[config.mk]
export PLATFORM = sky130hd
export DESIGN_NAME = prism_sp_desc_fetch_arbiter
export DESIGN_NICKNAME = d
export VERILOG_FILES = /design/src/rtl/prism_sp_desc_fetch_arbiter.sv
export SDC_FILE = /design/constraint.sdc
export NUM_CORES = 1
export LEC_CHECK = 0
export CORE_AREA = 2 2 163 165
export CTS_CLUSTER_DIAMETER = 30
export DETAILED_ROUTE_END_ITERATION = 7
export DIE_AREA = 0 0 165 167
export MAX_ROUTING_LAYER = met4
export PLACE_DENSITY = 0.51
export SYNTH_ARGS = -nofsm -noshare
export SYNTH_HDL_FRONTEND = slang
export SYNTH_SLANG_ARGS = --single-unit
export TNS_END_PERCENT = 30
[constraint.sdc]
create_clock -name clock -period 1.99 [get_ports clock]
set_input_delay 0.2985 -clock clock [delete_from_list [all_inputs] [get_ports clock]]
set_output_delay 0.2985 -clock clock [all_outputs]
set_load 0.02 [all_outputs]
[src/rtl/prism_sp_desc_fetch_arbiter.sv]
// Round-robin arbiter sharing one AXI4 read master among NUM_REQ descriptor-fetch engines.
// One burst is in flight at a time; R beats are routed to the owner and checked for length, response and ID.
module prism_sp_desc_fetch_arbiter #(
  parameter int NUM_REQ    = 2,
  parameter int ADDR_WIDTH = 32,
  parameter int DATA_WIDTH = 128,
  parameter int ID_WIDTH   = 6
) (
  input  logic                          clock,
  input  logic                          resetn,
  input  logic                          enable,
  input  logic [NUM_REQ-1:0]            req_arvalid,
  output logic [NUM_REQ-1:0]            req_arready,
  input  logic [NUM_REQ*ADDR_WIDTH-1:0] req_araddr,
  input  logic [NUM_REQ*8-1:0]          req_arlen,
  output logic [NUM_REQ-1:0]            req_rvalid,
  input  logic [NUM_REQ-1:0]            req_rready,
  output logic [DATA_WIDTH-1:0]         req_rdata,
  output logic                          req_rlast,
  output logic                          m_arvalid,
  input  logic                          m_arready,
  output logic [ADDR_WIDTH-1:0]         m_araddr,
  output logic [7:0]                    m_arlen,
  output logic [ID_WIDTH-1:0]           m_arid,
  output logic [2:0]                    m_arsize,
  output logic [1:0]                    m_arburst,
  input  logic                          m_rvalid,
  output logic                          m_rready,
  input  logic [DATA_WIDTH-1:0]         m_rdata,
  input  logic                          m_rlast,
  input  logic [1:0]                    m_rresp,
  input  logic [ID_WIDTH-1:0]           m_rid,
  output logic                          busy,
  output logic [$clog2(NUM_REQ)-1:0]    grant_idx,
  output logic                          err,
  input  logic                          err_clear
);

  localparam int GW = $clog2(NUM_REQ);

  typedef enum logic [1:0] {
    ST_IDLE = 2'd0,
    ST_AR   = 2'd1,
    ST_R    = 2'd2
  } state_t;

  state_t          state_r, state_s;
  logic [GW-1:0]   last_grant_r;
  logic [7:0]      beat_cnt_r;
  logic [GW-1:0]   pick_idx_s;
  logic [GW-1:0]   cand_s;
  logic            pick_valid_s;
  logic            grant_fire_s;
  logic            r_hs_s;
  logic            err_event_s;

  assign m_arsize  = 3'($clog2(DATA_WIDTH/8));
  assign m_arburst = 2'b01;
  assign m_arid    = ID_WIDTH'(grant_idx);
  assign req_rdata = m_rdata;
  assign req_rlast = m_rlast;

  // Round-robin pick: first valid requester after the last one served.
  always_comb begin
    pick_valid_s = 1'b0;
    pick_idx_s   = '0;
    cand_s       = '0;
    for (int i = 1; i <= NUM_REQ; i++) begin
      cand_s = GW'((int'(last_grant_r) + i) % NUM_REQ);
      if (!pick_valid_s && req_arvalid[cand_s]) begin
        pick_valid_s = 1'b1;
        pick_idx_s   = cand_s;
      end else begin
        pick_valid_s = pick_valid_s;
      end
    end
  end

  assign grant_fire_s = (state_r == ST_IDLE) && enable && pick_valid_s;
  assign r_hs_s       = (state_r == ST_R) && m_rvalid && req_rready[grant_idx];
  // rlast must coincide exactly with the counter reaching zero
  assign err_event_s  = r_hs_s && ((m_rlast != (beat_cnt_r == 8'd0)) ||
                                   (m_rresp != 2'b00) || (m_rid != m_arid));

  // Next-state decode plus request-accept and R routing.
  always_comb begin
    state_s     = state_r;
    req_arready = '0;
    req_rvalid  = '0;
    m_rready    = 1'b0;
    case (state_r)
      ST_IDLE: begin
        if (grant_fire_s) begin
          req_arready[pick_idx_s] = 1'b1;
          state_s                 = ST_AR;
        end else begin
          state_s = ST_IDLE;
        end
      end
      ST_AR: begin
        if (m_arready) begin
          state_s = ST_R;
        end else begin
          state_s = ST_AR;
        end
      end
      ST_R: begin
        req_rvalid[grant_idx] = m_rvalid;
        m_rready              = req_rready[grant_idx];
        if (r_hs_s && m_rlast) begin
          state_s = ST_IDLE;
        end else begin
          state_s = ST_R;
        end
      end
      default: begin
        state_s = ST_IDLE;
      end
    endcase
  end

  // Burst bookkeeping registers and AR channel outputs.
  always_ff @(posedge clock or negedge resetn) begin
    if (!resetn) begin
      state_r      <= ST_IDLE;
      m_arvalid    <= 1'b0;
      m_araddr     <= '0;
      m_arlen      <= 8'd0;
      grant_idx    <= '0;
      last_grant_r <= GW'(NUM_REQ - 1);
      busy         <= 1'b0;
      beat_cnt_r   <= 8'd0;
    end else begin
      state_r <= state_s;
      if (grant_fire_s) begin
        m_araddr   <= req_araddr[int'(pick_idx_s)*ADDR_WIDTH +: ADDR_WIDTH];
        m_arlen    <= req_arlen[int'(pick_idx_s)*8 +: 8];
        beat_cnt_r <= req_arlen[int'(pick_idx_s)*8 +: 8];
        grant_idx  <= pick_idx_s;
        m_arvalid  <= 1'b1;
        busy       <= 1'b1;
      end else if ((state_r == ST_AR) && m_arready) begin
        m_arvalid <= 1'b0;
      end else if (r_hs_s) begin
        beat_cnt_r <= beat_cnt_r - 8'd1;
        if (m_rlast) begin
          last_grant_r <= grant_idx;
          busy         <= 1'b0;
        end
      end
    end
  end

  // Sticky error flag; a new error takes priority over clear.
  always_ff @(posedge clock or negedge resetn) begin
    if (!resetn) begin
      err <= 1'b0;
    end else if (err_event_s) begin
      err <= 1'b1;
    end else if (err_clear) begin
      err <= 1'b0;
    end
  end

endmodule
==> flow_summary.yaml <==
outcome:
  status: "finished, violations left"
  violations: "hold timing"
floorplanning:
  die_area_um2: 27560
  die_h_um: 167
  start_util_pct: 14.38
  coreArea_um2: 25760
  num_rows: 59
  dieWidth_um: 165
  ios: 416
setup_path:
  startpoint: "state_r[0]"
  cp-end-kind: "output pin"
  crit_fanout: 20
  crit_arrival_ns: 1.62
  crit_type: "register to output pin"
  required_ns: 1.69
  rr_startpoint: "state_r[0]"
  cp-start-kind: "register"
power:
  p_leak_uw: 0.002098
  p_total_uw: 6452
  peakVddDrop_v: 0.0005201
  cellPowerDensity_nw_per_um2: 1335
synthesis:
  avgSynthCellArea_um2: 9.727
  yosys.area_share.simple_pct: 5.604
  syn_inst: 381
  muxShareOfSynthArea_pct: 0.6752
  ys_ff_latch: 55
  synth_edf_count: 0
  synthAdderAreaFrac_pct: 0.6752
  synth_xor_area_share_pct: 0.4727
  synth_compound_area_share_pct: 19.51
  synthFlopType: "dfrtp_1"
  yosysSeqAreaShare_pct: 37.17
  synth-async-reset-ratio_pct: 100.0
  syn-cell-area_um2: 3706
  yosys_warnings: 0
  synth_top_family_by_area: "buffers and inverters"
  synth.distinct_cells: 46
clock_network:
  clkTransAtPathRegs_ns: 0.08
  clockBufferDepth: 2
  htreeDepth: 2
  hold_buffers: 0
  insertion_delay_ns: 0.30
  cts_inserted_buffers: 5
  clock-sinks: 55
  cts-root-buf: "clkbuf_16"
  post_cts_buffers: 0
  cts_resized: 5
  tritoncts: "built"
drt:
  via_count: 2856
  ant_nets: 0
  drt_wl_total_um: 13890
  drt_iter0_drc: 206
  vias_per_cell: 3.859
  drc: 0
  wl_per_cell_um: 18.77
  first_pass_iters: 5
placed_design:
  dp_hpwl_um: 11140
  io_buffers: 149
  gp_congestion: 0.7250
  place_ws_ns: -0.1940
  place_inst: 732
  post_dp_cell_area_um2: 4667
timing:
  fin_setup_tns_ns: 0
  fin_ws_ns: 0.07198
  min_period_ns: 1.918
  fmax_mhz: 521.4
  min_period_over_period_pct: 96.38
  tightest_slew_ns: 0.6168
  final_max_slew_viol_count: 0
  setup_viol: 0
  hold_violations: 1
  slew_headroom_pct: 58.88
  rsz0062_at_grt: "yes"
  fin_skew_ns: 0.01241
  timing.hold.ws_ns: -0.00007488
global_route:
  grt_pass1_wl_um: 19450
  grt_pass1_vias: 2910
  overflow: 0
  antenna_found_initial: 0
  grt_usage_pct: 10.11
  grt_max_degree: 36
finish:
  seq_area_um2: 1379
  final_cells: 740
  fillers: 2854
  fin_area_um2: 4835
  diodes: 0
  finalNetCount: 633
  drive_above_1_share_pct: 10.86
  multi_input_area_um2: 1054
  syn_to_final_growth_pct: 30.45
flow_run:
  drv_cap: 0
hold_path:
  worstHoldPathType: "input pin to async pin"
layout by cell type, fill, tap and decap left out, types with 2 or more instances in the layout:
master / n
clkdlybuf4s50_1: 143
buf_4: 13
a221oi_1: 6
a41o_1: 3
a21oi_1: 4
ha_1: 2
buf_12: 5
conb_1: 10
nor3_1: 2
a22oi_1: 7
a2bb2oi_1: 2
inv_1: 42
and3_2: 2
nand2_1: 7
a211oi_1: 2
nand3b_1: 2
a222oi_1: 37
or2_2: 3
a31o_2: 3
a211oi_2: 2
a21o_1: 5
nor2_1: 10
nor4_1: 2
a22o_1: 2
dfrtp_1: 53
dlygate4sd2_1: 2
nand2b_1: 3
clkbuf_16: 5
a221oi_2: 2
cell usage after synthesis (3+ instances only):
master	number	area [µm²]
nand2_1	7	26.28
a21o_1	5	37.54
buf_4	144	1081
buf_6	3	33.78
nor2_1	10	37.54
inv_1	42	157.7
a41o_1	3	30.03
dfrtp_1	54	1351
or2_2	3	18.77
clkbuf_1	4	15.01
a31o_2	3	26.28
a222oi_1	37	370.4
nand2b_1	3	18.77
a21oi_1	4	20.02
a221oi_1	6	52.55
a22oi_1	7	52.55
buf_2	6	30.03
sequential cells by signal (all words and copies together), names as in the netlist:
| register | cells |
|---|---|
| beat_cnt_r | 8 |
| busy | 1 |
| err | 1 |
| grant_idx | 1 |
| last_grant_r | 1 |
| m_araddr | 32 |
| m_arlen | 8 |
| m_arvalid | 1 |
| state_r | 2 |
kinds of logic (layout without fill, tap and decap cells):
logic type                 Yosys count  in the layout
muxes                                2              2
other                                2             10
DFF                                 55             55
and+or+nand+nor                     39             39
xor gates and xnor gates             2              2
AOI/OAI and AO/OA                   79             79
adders and majority gates            2              2
buffers and inverters              200            216
report_power, final:
| part | switching, µW | leakage (µW) | internal [µW] |
|---|---|---|---|
| combinational | 1730 | 0.00134 | 1730 |
| sequential | 388 | 0.000682 | 1650 |
| clock | 448 | 0.0000741 | 507 |
| total | 2560 | 0.00210 | 3890 |
final timing paths:
check	to	slack (ns)	cells past startpoint
setup / recovery	req_arready[1]	0.07	4
min in group clock	m_arlen[1]	0.48	1
max in group asynchronous	m_arlen[3]	1.35	2
hold / removal	m_araddr[5]	-0.00007	1
hold reg to reg	m_arlen[1]	0.48	1
setup reg to reg	beat_cnt_r[2]	0.23	5
per-stage QoR:
step	util (%)	hold WS [ns]
after global placement	18.11	0.3309
after CTS	18.72	0.002261
final	18.77	-0.00007488
after detailed placement	18.11	0.3418
after floorplan	-	0.002909
after global routing	18.77	0.03317
per-layer routing:
metal | track usage, % | vias to the layer above | routed length (µm)
met5 | - | - | 0
met4 | 5.784 | 0 | 776
met3 | 5.554 | 55 | 1957
met2 | 15.63 | 215 | 6344
met1 | 9.988 | 1351 | 4815
li1 | - | 1235 | -
cell type report:
class / count / share of cell area (%)
Inverter: 42 / 3.261
Timing Repair Buffer: 166 / 34.63
Multi-Input combinational cell: 134 / 21.79
Clock inverter: 1 / 0.1812
Tap cell: 335 / 8.670
Sequential cell: 55 / 28.52
Clock buffer: 7 / 2.950
critical path: stages, from the launching register on:
cell,delay (ns)
dfrtp_1,0.46
nor3b_4,0.26
and3_2,0.27
buf_12,0.16
buf_4,0.16
(Power assumes the default switching activity.)
